`config.mk`:
```
export PLATFORM = sky130hd
export DESIGN_NAME = burst_master_flat
export DESIGN_NICKNAME = d
export VERILOG_FILES = /design/src/rtl/burst_master_pkg.sv /design/src/rtl/burst_master_if.sv /design/src/rtl/burst_master_counter.sv /design/src/rtl/burst_master.sv /design/src/flat_wrapper.sv
export SDC_FILE = /design/constraint.sdc
export NUM_CORES = 1
export LEC_CHECK = 0
export CAP_MARGIN = 0
export CELL_PAD_IN_SITES_DETAIL_PLACEMENT = 1
export CELL_PAD_IN_SITES_GLOBAL_PLACEMENT = 1
export CORE_AREA = 5 5 91 93
export DETAILED_ROUTE_END_ITERATION = 6
export DIE_AREA = 0 0 96 98
export MAX_ROUTING_LAYER = met4
export PLACE_DENSITY_LB_ADDON = 0.1
export SLEW_MARGIN = 20
export SYNTH_ARGS = -nofsm -noshare
export SYNTH_HDL_FRONTEND = slang
export SYNTH_HIERARCHICAL = 1
export SYNTH_SLANG_ARGS = --single-unit
```
`constraint.sdc`:
```
create_clock -name clk -period 2.35 [get_ports clk]
set_input_delay 0.3525 -clock clk [delete_from_list [all_inputs] [get_ports clk]]
set_output_delay 0.3525 -clock clk [all_outputs]
set_load 0.02 [all_outputs]
```
`src/rtl/burst_master_pkg.sv`:
```
// Shared state encoding and default sizing for the serial burst master.
package burst_master_pkg;

  localparam int DEF_ADDR_W = 16;
  localparam int DEF_DATA_W = 8;
  localparam int DEF_LEN_W  = 3;
  localparam int DEF_ACK_TO = 3;

  typedef enum logic [2:0] {
    IDLE,
    ADDR,
    ACK_A,
    WDATA,
    ACK_W,
    RDATA,
    HOLD
  } state_t;

  function automatic int max_int(input int a, input int b);
    return (a > b) ? a : b;
  endfunction

endpackage

```
`src/rtl/burst_master_if.sv`:
```
// Host-side request/data signals and serial bus signals of the burst master.
interface burst_master_if
  import burst_master_pkg::*;
#(
  parameter int ADDR_W = DEF_ADDR_W,
  parameter int DATA_W = DEF_DATA_W,
  parameter int LEN_W  = DEF_LEN_W
);
  logic              m_execute;
  logic              m_rw;
  logic [ADDR_W-1:0] m_addr;
  logic [LEN_W-1:0]  m_len;
  logic [DATA_W-1:0] m_din;
  logic [DATA_W-1:0] m_dout;
  logic              m_dvalid;
  logic              m_dreq;
  logic              m_bsy;
  logic              m_err;
  logic              b_req;
  logic              b_grant;
  logic              b_ready;
  logic              b_util;
  logic              b_rw;
  logic              b_ack;
  logic              b_done;
  logic              a_add;
  logic              b_bus_out;
  logic              b_bus_in;

  modport master (
    input  m_execute, m_rw, m_addr, m_len, m_din, b_grant, b_ready, b_ack, b_bus_in,
    output m_dout, m_dvalid, m_dreq, m_bsy, m_err, b_req, b_util, b_rw, b_done,
           a_add, b_bus_out
  );

  modport slave (
    output m_execute, m_rw, m_addr, m_len, m_din, b_grant, b_ready, b_ack, b_bus_in,
    input  m_dout, m_dvalid, m_dreq, m_bsy, m_err, b_req, b_util, b_rw, b_done,
           a_add, b_bus_out
  );

endinterface

```
`src/rtl/burst_master_counter.sv`:
```
// Up-counter with synchronous clear; used for bit, word and ack-timeout counts.
module burst_master_counter #(
  parameter int W = 4
) (
  input  logic         clk,
  input  logic         rst_n,
  input  logic         clr,
  input  logic         inc,
  output logic [W-1:0] cnt
);

  logic [W-1:0] cnt_q, cnt_d;

  always_comb begin
    cnt_d = cnt_q;
    if (clr)      cnt_d = '0;
    else if (inc) cnt_d = cnt_q + W'(1);
  end

  always_ff @(posedge clk or negedge rst_n) begin
    if (!rst_n) cnt_q <= '0;
    else        cnt_q <= cnt_d;
  end

  assign cnt = cnt_q;

endmodule

```
`src/rtl/burst_master.sv`:
```
// Serial burst master: LSB-first address phase, then write or read data words.
// Define BURST_MASTER_BURST_EN to honour m_len; otherwise every transaction is one word.
module burst_master
  import burst_master_pkg::*;
#(
  parameter int ADDR_W = DEF_ADDR_W,
  parameter int DATA_W = DEF_DATA_W,
  parameter int LEN_W  = DEF_LEN_W,
  parameter int ACK_TO = DEF_ACK_TO
) (
  input logic            clk,
  input logic            rst_n,
  burst_master_if.master bus
);

  localparam int BIT_W = $clog2(max_int(ADDR_W, DATA_W));
  localparam int TO_W  = $clog2(ACK_TO + 1);

  state_t            state_q, state_d;
  logic [ADDR_W-1:0] addr_q, addr_d;
  logic [DATA_W-1:0] din_q, din_d;
  logic [DATA_W-1:0] shift_q, shift_d;
  logic [DATA_W-1:0] dout_q, dout_d;
  logic              rw_q, rw_d;
  logic              dvalid_q, dvalid_d;
  logic              err_q, err_d;
  logic              done_q, done_d;
`ifdef BURST_MASTER_BURST_EN
  logic [LEN_W-1:0]  len_q, len_d;
  logic              dreq_q, dreq_d;
`endif

  logic              bit_clr, bit_inc, word_clr, word_inc, to_clr, to_inc;
  logic [BIT_W-1:0]  bit_cnt;
  logic [LEN_W-1:0]  word_cnt;
  logic [TO_W-1:0]   to_cnt;
  logic              last_word, ack_expired;
  logic              b_req, b_util, bus_out, a_add;

  burst_master_counter #(.W(BIT_W)) u_bit_cnt (
    .clk(clk), .rst_n(rst_n), .clr(bit_clr), .inc(bit_inc), .cnt(bit_cnt));
  burst_master_counter #(.W(LEN_W)) u_word_cnt (
    .clk(clk), .rst_n(rst_n), .clr(word_clr), .inc(word_inc), .cnt(word_cnt));
  burst_master_counter #(.W(TO_W)) u_to_cnt (
    .clk(clk), .rst_n(rst_n), .clr(to_clr), .inc(to_inc), .cnt(to_cnt));

`ifdef BURST_MASTER_BURST_EN
  assign last_word = (word_cnt == len_q);
`else
  assign last_word = (word_cnt == '0);
`endif
  assign ack_expired = (to_cnt == TO_W'(ACK_TO - 1));

  always_comb begin
    state_d  = state_q;
    addr_d   = addr_q;
    din_d    = din_q;
    shift_d  = shift_q;
    dout_d   = dout_q;
    rw_d     = rw_q;
    dvalid_d = 1'b0;
    err_d    = 1'b0;
    done_d   = 1'b0;
`ifdef BURST_MASTER_BURST_EN
    len_d    = len_q;
    dreq_d   = 1'b0;
`endif
    bit_clr  = 1'b0;
    bit_inc  = 1'b0;
    word_clr = 1'b0;
    word_inc = 1'b0;
    to_clr   = 1'b1;
    to_inc   = 1'b0;
    b_req    = 1'b1;
    b_util   = 1'b0;
    bus_out  = 1'b0;
    a_add    = 1'b0;

    unique case (state_q)
      IDLE: begin
        b_req = bus.m_execute;
        if (bus.m_execute && bus.b_grant) begin
          addr_d  = bus.m_addr;
          din_d   = bus.m_din;
          rw_d    = bus.m_rw;
`ifdef BURST_MASTER_BURST_EN
          len_d   = bus.m_len;
`endif
          bit_clr = 1'b1;
          state_d = ADDR;
        end
      end

      // Address shifts out of the LSB; the first two slave-select bits never wait for b_ready.
      ADDR: begin
        b_util  = 1'b1;
        bus_out = addr_q[0];
        a_add   = (bit_cnt < BIT_W'(2));
        if (!bus.b_grant) begin
          bit_clr = 1'b1;
          state_d = IDLE;
        end else if (a_add || bus.b_ready) begin
          addr_d = addr_q >> 1;
          if (bit_cnt == BIT_W'(ADDR_W - 1)) begin
            bit_clr = 1'b1;
            state_d = ACK_A;
          end else begin
            bit_inc = 1'b1;
          end
        end
      end

      ACK_A, ACK_W: begin
        b_util = 1'b1;
        if (bus.b_ack) begin
          bit_clr = 1'b1;
          if (state_q == ACK_A) begin
            word_clr = 1'b1;
            state_d  = rw_q ? WDATA : RDATA;
          end else if (!last_word) begin
`ifdef BURST_MASTER_BURST_EN
            dreq_d = 1'b1;
`endif
            din_d    = bus.m_din;
            word_inc = 1'b1;
            state_d  = WDATA;
          end else begin
            done_d  = 1'b1;
            state_d = IDLE;
          end
        end else if (ack_expired) begin
          err_d   = 1'b1;
          done_d  = 1'b1;
          state_d = IDLE;
        end else begin
          to_clr = 1'b0;
          to_inc = 1'b1;
        end
      end

      WDATA: begin
        b_util  = 1'b1;
        bus_out = din_q[0];
        din_d   = din_q >> 1;
        if (bit_cnt == BIT_W'(DATA_W - 1)) begin
          bit_clr = 1'b1;
          state_d = ACK_W;
        end else begin
          bit_inc = 1'b1;
        end
      end

      // Read bits enter at the MSB so the word is LSB-aligned after DATA_W samples.
      RDATA: begin
        b_util = 1'b1;
        if (!bus.b_grant) begin
          state_d = HOLD;
        end else begin
          shift_d = {bus.b_bus_in, shift_q[DATA_W-1:1]};
          if (bit_cnt == BIT_W'(DATA_W - 1)) begin
            dout_d   = shift_d;
            dvalid_d = 1'b1;
            bit_clr  = 1'b1;
            if (last_word) begin
              done_d  = 1'b1;
              state_d = IDLE;
            end else begin
              word_inc = 1'b1;
            end
          end else begin
            bit_inc = 1'b1;
          end
        end
      end

      HOLD: begin
        if (bus.b_grant) state_d = RDATA;
      end

      default: state_d = IDLE;
    endcase
  end

  always_ff @(posedge clk or negedge rst_n) begin
    if (!rst_n) begin
      state_q  <= IDLE;
      addr_q   <= '0;
      din_q    <= '0;
      shift_q  <= '0;
      dout_q   <= '0;
      rw_q     <= 1'b0;
      dvalid_q <= 1'b0;
      err_q    <= 1'b0;
      done_q   <= 1'b0;
    end else begin
      state_q  <= state_d;
      addr_q   <= addr_d;
      din_q    <= din_d;
      shift_q  <= shift_d;
      dout_q   <= dout_d;
      rw_q     <= rw_d;
      dvalid_q <= dvalid_d;
      err_q    <= err_d;
      done_q   <= done_d;
    end
  end

`ifdef BURST_MASTER_BURST_EN
  always_ff @(posedge clk or negedge rst_n) begin
    if (!rst_n) begin
      len_q  <= '0;
      dreq_q <= 1'b0;
    end else begin
      len_q  <= len_d;
      dreq_q <= dreq_d;
    end
  end
  assign bus.m_dreq = dreq_q;
`else
  assign bus.m_dreq = 1'b0;
`endif

  assign bus.m_dout    = dout_q;
  assign bus.m_dvalid  = dvalid_q;
  assign bus.m_bsy     = (state_q != IDLE);
  assign bus.m_err     = err_q;
  assign bus.b_req     = b_req;
  assign bus.b_util    = b_util;
  assign bus.b_rw      = rw_q & (state_q != IDLE);
  assign bus.b_done    = done_q;
  assign bus.a_add     = a_add;
  assign bus.b_bus_out = bus_out;

endmodule

```
`src/flat_wrapper.sv`:
```
// flat-port wrapper written by rule: the top's interface ports become plain ports
module burst_master_flat import burst_master_pkg::*;
#(
  parameter int ADDR_W = DEF_ADDR_W,
  parameter int DATA_W = DEF_DATA_W,
  parameter int LEN_W  = DEF_LEN_W,
  parameter int ACK_TO = DEF_ACK_TO
)
  (clk, rst_n, bus_m_execute, bus_m_rw, bus_m_addr, bus_m_len, bus_m_din, bus_b_grant, bus_b_ready, bus_b_ack, bus_b_bus_in, bus_m_dout, bus_m_dvalid, bus_m_dreq, bus_m_bsy, bus_m_err, bus_b_req, bus_b_util, bus_b_rw, bus_b_done, bus_a_add, bus_b_bus_out);
  burst_master_if #(.ADDR_W(ADDR_W), .DATA_W(DATA_W), .LEN_W(LEN_W)) bus_i ();
  input logic clk;
  input logic rst_n;
  input wire logic [$bits(bus_i.m_execute)-1:0] bus_m_execute;
  input wire logic [$bits(bus_i.m_rw)-1:0] bus_m_rw;
  input wire logic [$bits(bus_i.m_addr)-1:0] bus_m_addr;
  input wire logic [$bits(bus_i.m_len)-1:0] bus_m_len;
  input wire logic [$bits(bus_i.m_din)-1:0] bus_m_din;
  input wire logic [$bits(bus_i.b_grant)-1:0] bus_b_grant;
  input wire logic [$bits(bus_i.b_ready)-1:0] bus_b_ready;
  input wire logic [$bits(bus_i.b_ack)-1:0] bus_b_ack;
  input wire logic [$bits(bus_i.b_bus_in)-1:0] bus_b_bus_in;
  output wire logic [$bits(bus_i.m_dout)-1:0] bus_m_dout;
  output wire logic [$bits(bus_i.m_dvalid)-1:0] bus_m_dvalid;
  output wire logic [$bits(bus_i.m_dreq)-1:0] bus_m_dreq;
  output wire logic [$bits(bus_i.m_bsy)-1:0] bus_m_bsy;
  output wire logic [$bits(bus_i.m_err)-1:0] bus_m_err;
  output wire logic [$bits(bus_i.b_req)-1:0] bus_b_req;
  output wire logic [$bits(bus_i.b_util)-1:0] bus_b_util;
  output wire logic [$bits(bus_i.b_rw)-1:0] bus_b_rw;
  output wire logic [$bits(bus_i.b_done)-1:0] bus_b_done;
  output wire logic [$bits(bus_i.a_add)-1:0] bus_a_add;
  output wire logic [$bits(bus_i.b_bus_out)-1:0] bus_b_bus_out;
  assign bus_i.m_execute = bus_m_execute;
  assign bus_i.m_rw = bus_m_rw;
  assign bus_i.m_addr = bus_m_addr;
  assign bus_i.m_len = bus_m_len;
  assign bus_i.m_din = bus_m_din;
  assign bus_i.b_grant = bus_b_grant;
  assign bus_i.b_ready = bus_b_ready;
  assign bus_i.b_ack = bus_b_ack;
  assign bus_i.b_bus_in = bus_b_bus_in;
  assign bus_m_dout = bus_i.m_dout;
  assign bus_m_dvalid = bus_i.m_dvalid;
  assign bus_m_dreq = bus_i.m_dreq;
  assign bus_m_bsy = bus_i.m_bsy;
  assign bus_m_err = bus_i.m_err;
  assign bus_b_req = bus_i.b_req;
  assign bus_b_util = bus_i.b_util;
  assign bus_b_rw = bus_i.b_rw;
  assign bus_b_done = bus_i.b_done;
  assign bus_a_add = bus_i.a_add;
  assign bus_b_bus_out = bus_i.b_bus_out;
  burst_master #(.ADDR_W(ADDR_W), .DATA_W(DATA_W), .LEN_W(LEN_W), .ACK_TO(ACK_TO)) u_core (.clk(clk), .rst_n(rst_n), .bus(bus_i));
endmodule
```
==> impl_metrics.ini, run 1 <==
[outcome]
run_status = finished, final reports clean

[setup_path]
timing.critical_path.arrival_ns = 1.82
timing.setup.critical_path_class = reg -> out
path_delay_family = buffers and inverters
critical_path.slowest_cell = sky130_fd_sc_hd__clkdlybuf4s50_1
worst_ep_required_time_ns = 2.00
largest_stage_delay_on_the_critical_path_ns = 0.54
critical_path_peak_fanout = 9
critical_path.endpoint_type = output port
start_kind = flip-flop
path_buf_inv = 2
chain_of_cells_forming_the_critical_path = nor3_1 > buf_4 > a21oi_1 > clkdlybuf4s50_1

[yosys]
synthAdderAreaFrac = 0.00850
yosys.area.top_type_share = 0.467
synth_top_family_by_area = multiplexers
yosys-mux-area-fraction = 0.173
post_synth_most_frequent_cells = sky130_fd_sc_hd__dfrtp_1, sky130_fd_sc_hd__nor2_1, sky130_fd_sc_hd__mux2_2
simple_gate_fraction_of_synth_area = 0.139
synth_top_cell_by_area = sky130_fd_sc_hd__dfrtp_1
synth_enable_flop_cells = 0
cell_with_the_most_instances_after_synthesis = sky130_fd_sc_hd__dfrtp_1
postSynthRegisterBits = 55
post_synthesis_xor_xnor_area_fraction = 0.0149
postSynth.asyncResetShare = 1.00
synth.cell_area_sq_mm = 0.00294
synthCells = 263
yosys_warnings = 6
synth.net_count = 300
seq_area_frac_synth = 0.467
synth-main-ff-cell = sky130_fd_sc_hd__dfrtp_1
synth-compound-area-share = 0.145
synth.top_cells.by_area = sky130_fd_sc_hd__dfrtp_1, sky130_fd_sc_hd__mux2_2, sky130_fd_sc_hd__mux2i_1
syn_area_per_cell_sq_um = 11.2
synth.distinct_cells = 52

[route]
drt.antenna.violating_nets = 0
routed_wire_length_microns = 6660
drcViolationCount = 0
drt-wirelength-per-cell_microns = 15.7
drt_iter0_markers = 54
detailedRoute.firstPassIterationCount = 4
vias_per_cell = 5.08
dr_total_vias = 2161

[sta]
max_freq_mhz = 459
worst_case_setup_margin_in_the_final_layout_ns = 0.173
period_share = 0.927
accumulated_negative_setup_slack_ns = 0
hold_viol_final = 0
setup_violators_final = 0
grt_setup_unrepaired = false
timing.clock.skew_ns = 0.00955
max-slew-margin-rel = 0.619
period_needed_ns = 2.18
worst_margin_pin_slew_ns = 0.571
finalMaxSlewViolations = 0

[global_routing]
global_route.usage.met2 = 0.249
grtUsageTotal = 0.158
met1_usage = 0.204
grt_antenna_before_repair = 0
top_usage_layer = met2
grt_overflow = 0
first_global_vias = 2311
grt_pass1_wl_microns = 11300
grt_start_max_net_pins = 35
grt.met3_usage = 0.0331

[clocking]
path_clk_slew_ns = 0.09
hold_buffers = 0
clkLatencyLatePin_ns = 0.31
cts.sink_count = 55
tritoncts.num_buffers = 5
clock_tree_from_tritoncts = done
htree_num_levels = 2
cell_chosen_for_the_clock_root = sky130_fd_sc_hd__clkbuf_8
cts-root-to-sink-buffers = 2

[cells_and_area]
layout.filler_cells = 835
antenna-diode-count = 0
final_core_utilization = 0.498
area_growth_syn_to_layout_pct = 26.1
finish.net_count = 360
drive_above_1_share = 0.266

[power_and_ir_drop]
finalPower_mw = 3.65
net-switching-power_mw = 1.38
share_seq_of_total_power = 0.390
vdd_drop_max_mv = 0.341
clkPwrFrac = 0.139
p_per_area_mw_per_mm2 = 985
swShare = 0.377
share_comb_of_total_power = 0.470
power.static_leakage_nw = 1.62
cell_internal_pwr_mw = 2.28

[placement]
placement.setup.worst_slack_ns = 0.137
placement.io_buffers = 48
gp_congestion = 0.818
hpwl_microns = 4960

[floorplanning]
die-width_microns = 96
initial_utilization = 0.395
top_level_ports = 53
die_area_sq_mm = 0.00941
placeableCoreArea_sq_mm = 0.00745
fp.dieH_microns = 98
std_cell_rows = 32

[min_path]
min_path_type = in -> async

[run]
timing.max_cap.violations = 0
state kept, by name, indices dropped and copies added, names as in the netlist:
register,flops
u_core/state_q,3
u_core/bus.m_err,1
u_core/u_bit_cnt/cnt,4
u_core/u_word_cnt/cnt,3
u_core/rw_q,1
u_core/shift_q,7
u_core/bus.m_dout,8
u_core/u_to_cnt/cnt,2
u_core/bus.m_dvalid,1
u_core/addr_q,16
u_core/bus.b_done,1
u_core/din_q,8
what timing repair did:
| action | CTS | global route |
|---|---|---|
| setup endpoints to repair | 2 | 2 |
| setup buffers | 0 | 0 |
| resized for setup | 2 | 3 |
| endpoints found under the hold margin | 0 | 0 |
power by group through the flow:
stage	logic (mW)	clock network [mW]	registers [mW]
after floorplan	1.28	0	1.36
after global placement	1.71	0	1.43
after detailed placement	1.76	0	1.45
after CTS	1.75	0.535	1.43
after global routing	1.89	0.578	1.47
final	1.72	0.509	1.43
path summary, 6_finish.rpt:
| check | startpoint | slack (ns) | cells past startpoint | endpoint |
|---|---|---|---|---|
| setup reg to reg | u_core/state_q[2] | 0.41 | 6 | u_core/u_bit_cnt/cnt[3] |
| hold / removal | rst_n | 0.03 | 1 | u_core/u_to_cnt/cnt[0] |
| hold reg to reg | u_core/din_q[3] | 0.51 | 1 | u_core/din_q[3] |
| setup / recovery | u_core/state_q[1] | 0.17 | 4 | bus_b_util |
| min in group clk | u_core/din_q[3] | 0.51 | 1 | u_core/din_q[3] |
| max in group asynchronous | rst_n | 1.75 | 2 | u_core/din_q[3] |
through the flow:
stage | area (sq um) | std cells | hold slack (ns)
after global routing | 3710 | 425 | 0.0648
after floorplan | 2940 | 263 | 0.0569
after detailed placement | 3620 | 418 | 0.393
after CTS | 3710 | 425 | 0.0452
after global placement | 3620 | 418 | 0.372
final | 3710 | 425 | 0.0300
layout make-up:
cell class | count | area, sq um | area share
tap | 102 | 128 | 0.0344
inverter | 8 | 30.0 | 0.00809
timing repair buffer | 70 | 667 | 0.180
clock buffer | 5 | 68.8 | 0.0185
clock inverter | 2 | 13.8 | 0.00371
multi-input combinational | 183 | 1430 | 0.384
sequential | 55 | 1380 | 0.372
layout by cell type, fill, tap and decap left out, types with 4 or more instances in the layout:
cell and instances:
sky130_fd_sc_hd__a21oi_1 7, sky130_fd_sc_hd__a21oi_2 15, sky130_fd_sc_hd__buf_4 20, sky130_fd_sc_hd__clkbuf_8 5, sky130_fd_sc_hd__clkdlybuf4s50_1 45, sky130_fd_sc_hd__dfrtp_1 53, sky130_fd_sc_hd__inv_1 7, sky130_fd_sc_hd__mux2_2 28
sky130_fd_sc_hd__mux2i_1 18, sky130_fd_sc_hd__nand2_1 10, sky130_fd_sc_hd__nand2b_1 4, sky130_fd_sc_hd__nand3b_1 9, sky130_fd_sc_hd__nor2_1 29, sky130_fd_sc_hd__nor3_1 4, sky130_fd_sc_hd__o21ai_0 7, sky130_fd_sc_hd__xnor2_1 4
logic make-up after synthesis:
logic type      after synthesis
other cells                   1
flops                        55
simple gates                 75
xor+xnor                      5
compound gates               53
fa+ha+maj                     2
buf+inv                      25
mux                          47
per-layer routing:
layer / routed length [microns] / up-vias / part of all wire
li1: - / 1044 / -
met1: 3070 / 1073 / 0.46
met2: 3250 / 36 / 0.49
met3: 257 / 8 / 0.039
met4: 91 / 0 / 0.014
met5: 0 / - / 0
Note: power is estimated with default switching activity, not from simulation.
==> run 2: changes to the inputs <==
--- a/config.mk
+++ b/config.mk
@@ -8,9 +8,9 @@
 export CAP_MARGIN = 0
 export CELL_PAD_IN_SITES_DETAIL_PLACEMENT = 1
 export CELL_PAD_IN_SITES_GLOBAL_PLACEMENT = 1
-export CORE_AREA = 5 5 91 93
+export CORE_AREA = 5 5 104 82
 export DETAILED_ROUTE_END_ITERATION = 6
-export DIE_AREA = 0 0 96 98
+export DIE_AREA = 0 0 109 87
 export MAX_ROUTING_LAYER = met4
 export PLACE_DENSITY_LB_ADDON = 0.1
 export SLEW_MARGIN = 20
==> impl_metrics.ini, run 2 (synthesis gave the netlist of run 1 again) <==
[outcome]
run_status = finished, final reports clean

[run]
timing.max_cap.violations = 0

[cells_and_area]
antenna-diode-count = 0
finish.net_count = 362
drive_above_1_share = 0.264
largest_reg_flops = 16
layout.filler_cells = 810
final_cell_mix = sky130_fd_sc_hd__dfrtp_1, sky130_fd_sc_hd__clkdlybuf4s50_1, sky130_fd_sc_hd__nor2_1
fin_cells = 431
finalInstanceArea_sq_mm = 0.00377
area_growth_syn_to_layout_pct = 28.0
top_register = u_core/addr_q
layout.cells.most_common = sky130_fd_sc_hd__dfrtp_1

[clocking]
cts-root-to-sink-buffers = 2
htree_num_levels = 2
clkLatencyLatePin_ns = 0.31
clock_tree_from_tritoncts = done
cts.sink_count = 55
cell_chosen_for_the_clock_root = sky130_fd_sc_hd__clkbuf_8
path_clk_slew_ns = 0.11
tritoncts.num_buffers = 5

[power_and_ir_drop]
power.static_leakage_nw = 1.65
vdd_drop_max_mv = 0.391
p_per_area_mw_per_mm2 = 1020

[floorplanning]
initial_utilization = 0.391
die-width_microns = 109
placeableCoreArea_sq_mm = 0.00753
fp.dieH_microns = 87
top_level_ports = 53
std_cell_rows = 28
die_area_sq_mm = 0.00948

[route]
dr_total_vias = 2179
routed_wire_length_microns = 6860
drt-wirelength-per-cell_microns = 15.9
drt.antenna.violating_nets = 0
drcViolationCount = 0
detailedRoute.firstPassIterationCount = 5
drt_iter0_markers = 68
vias_per_cell = 5.06

[setup_path]
critical_path_peak_fanout = 7
crit-reg2reg-launch = u_core/state_q[2]
worst_ep_required_time_ns = 2.00
worst_r2r_path_depth = 7
critical_path.endpoint_type = output port
start_kind = flip-flop
timing.critical_path.arrival_ns = 1.85
timing.setup.critical_path_class = reg -> out
rr_endpoint = u_core/u_to_cnt/cnt[1]
r2r_setup_slk_ns = 0.35

[sta]
accumulated_negative_setup_slack_ns = 0
max_freq_mhz = 455
period_needed_ns = 2.20
whs_ns = 0.461
hold_viol_final = 0
finalMaxSlewViolations = 0
period_share = 0.936
setup_violators_final = 0
timing.clock.skew_ns = 0.00933
grt_setup_unrepaired = false

[global_routing]
first_global_vias = 2324
grt_pass1_wl_microns = 11600
grt_start_max_net_pins = 32
grtUsageTotal = 0.158
grt_antenna_before_repair = 0
grt_overflow = 0

[placement]
placedCellCount = 419
hpwl_microns = 5030
post_dp_cell_area_sq_mm = 0.00361
placement.io_buffers = 48
gp_congestion = 0.791

[min_path]
min_path_type = in -> async
==> run 2: critical path: stages, from the launching register on <==
cell,delay [ns]
sky130_fd_sc_hd__dfrtp_1,0.49
sky130_fd_sc_hd__nor3_1,0.28
sky130_fd_sc_hd__buf_4,0.16
sky130_fd_sc_hd__a21oi_1,0.04
sky130_fd_sc_hd__clkdlybuf4s50_1,0.57
==> run 2: final cells by class <==
class,instances,area (sq um),area share
clock inverters,3,50.0,0.0133
flip-flops and latches,55,1380,0.366
well taps,105,131,0.0349
repair buffers,72,684,0.182
inverters,8,30.0,0.00797
clock buffers,5,68.8,0.0183
multi-input cells,183,1430,0.378
==> run 2: through the flow <==
step | worst slack [ns] | utilization | power (mW)
2_1_floorplan | 0.516 | - | 2.64
3_3_place_gp | 0.131 | 0.480 | 3.15
3_5_place_dp | 0.151 | 0.480 | 3.21
4_1_cts | 0.0198 | 0.497 | 3.90
5_1_grt | 0.0608 | 0.500 | 4.13
6_report | 0.151 | 0.500 | 3.85
==> run 2: where the power goes <==
group | total, mW | switching (mW) | internal [mW]
sequential | 1.41 | 0.189 | 1.23
combinational | 1.77 | 0.919 | 0.851
clock | 0.669 | 0.339 | 0.329
==> run 2: worst max path at each step <==
stage	start	endpoint	slack (ns)	cells after the start
after global routing	u_core/state_q[1]	bus_b_util	0.06	4
after global placement	bus_b_grant	u_core/u_bit_cnt/cnt[3]	0.13	6
final	u_core/state_q[1]	bus_b_util	0.15	4
after detailed placement	bus_b_grant	u_core/u_bit_cnt/cnt[3]	0.15	6
after CTS	u_core/state_q[2]	bus_b_bus_out	0.02	4
after floorplan	u_core/state_q[1]	u_core/u_word_cnt/cnt[1]	0.52	8
==> run 2: repair_timing <==
action	4_1_cts	5_1_grt
gates resized for setup	2	1
hold endpoints to repair	10	0
hold buffers	1	0
buffers inserted	0	3
endpoints found under the setup margin	4	1
==> run 2: layer usage <==
| layer | wire length, microns | track usage | up-vias |
|---|---|---|---|
| met3 | 211 | 0.0319 | 5 |
| met4 | 46 | 0.0275 | 0 |
| met5 | 0 | - | - |
| li1 | - | - | 1052 |
| met1 | 3380 | 0.212 | 1089 |
| met2 | 3220 | 0.254 | 33 |
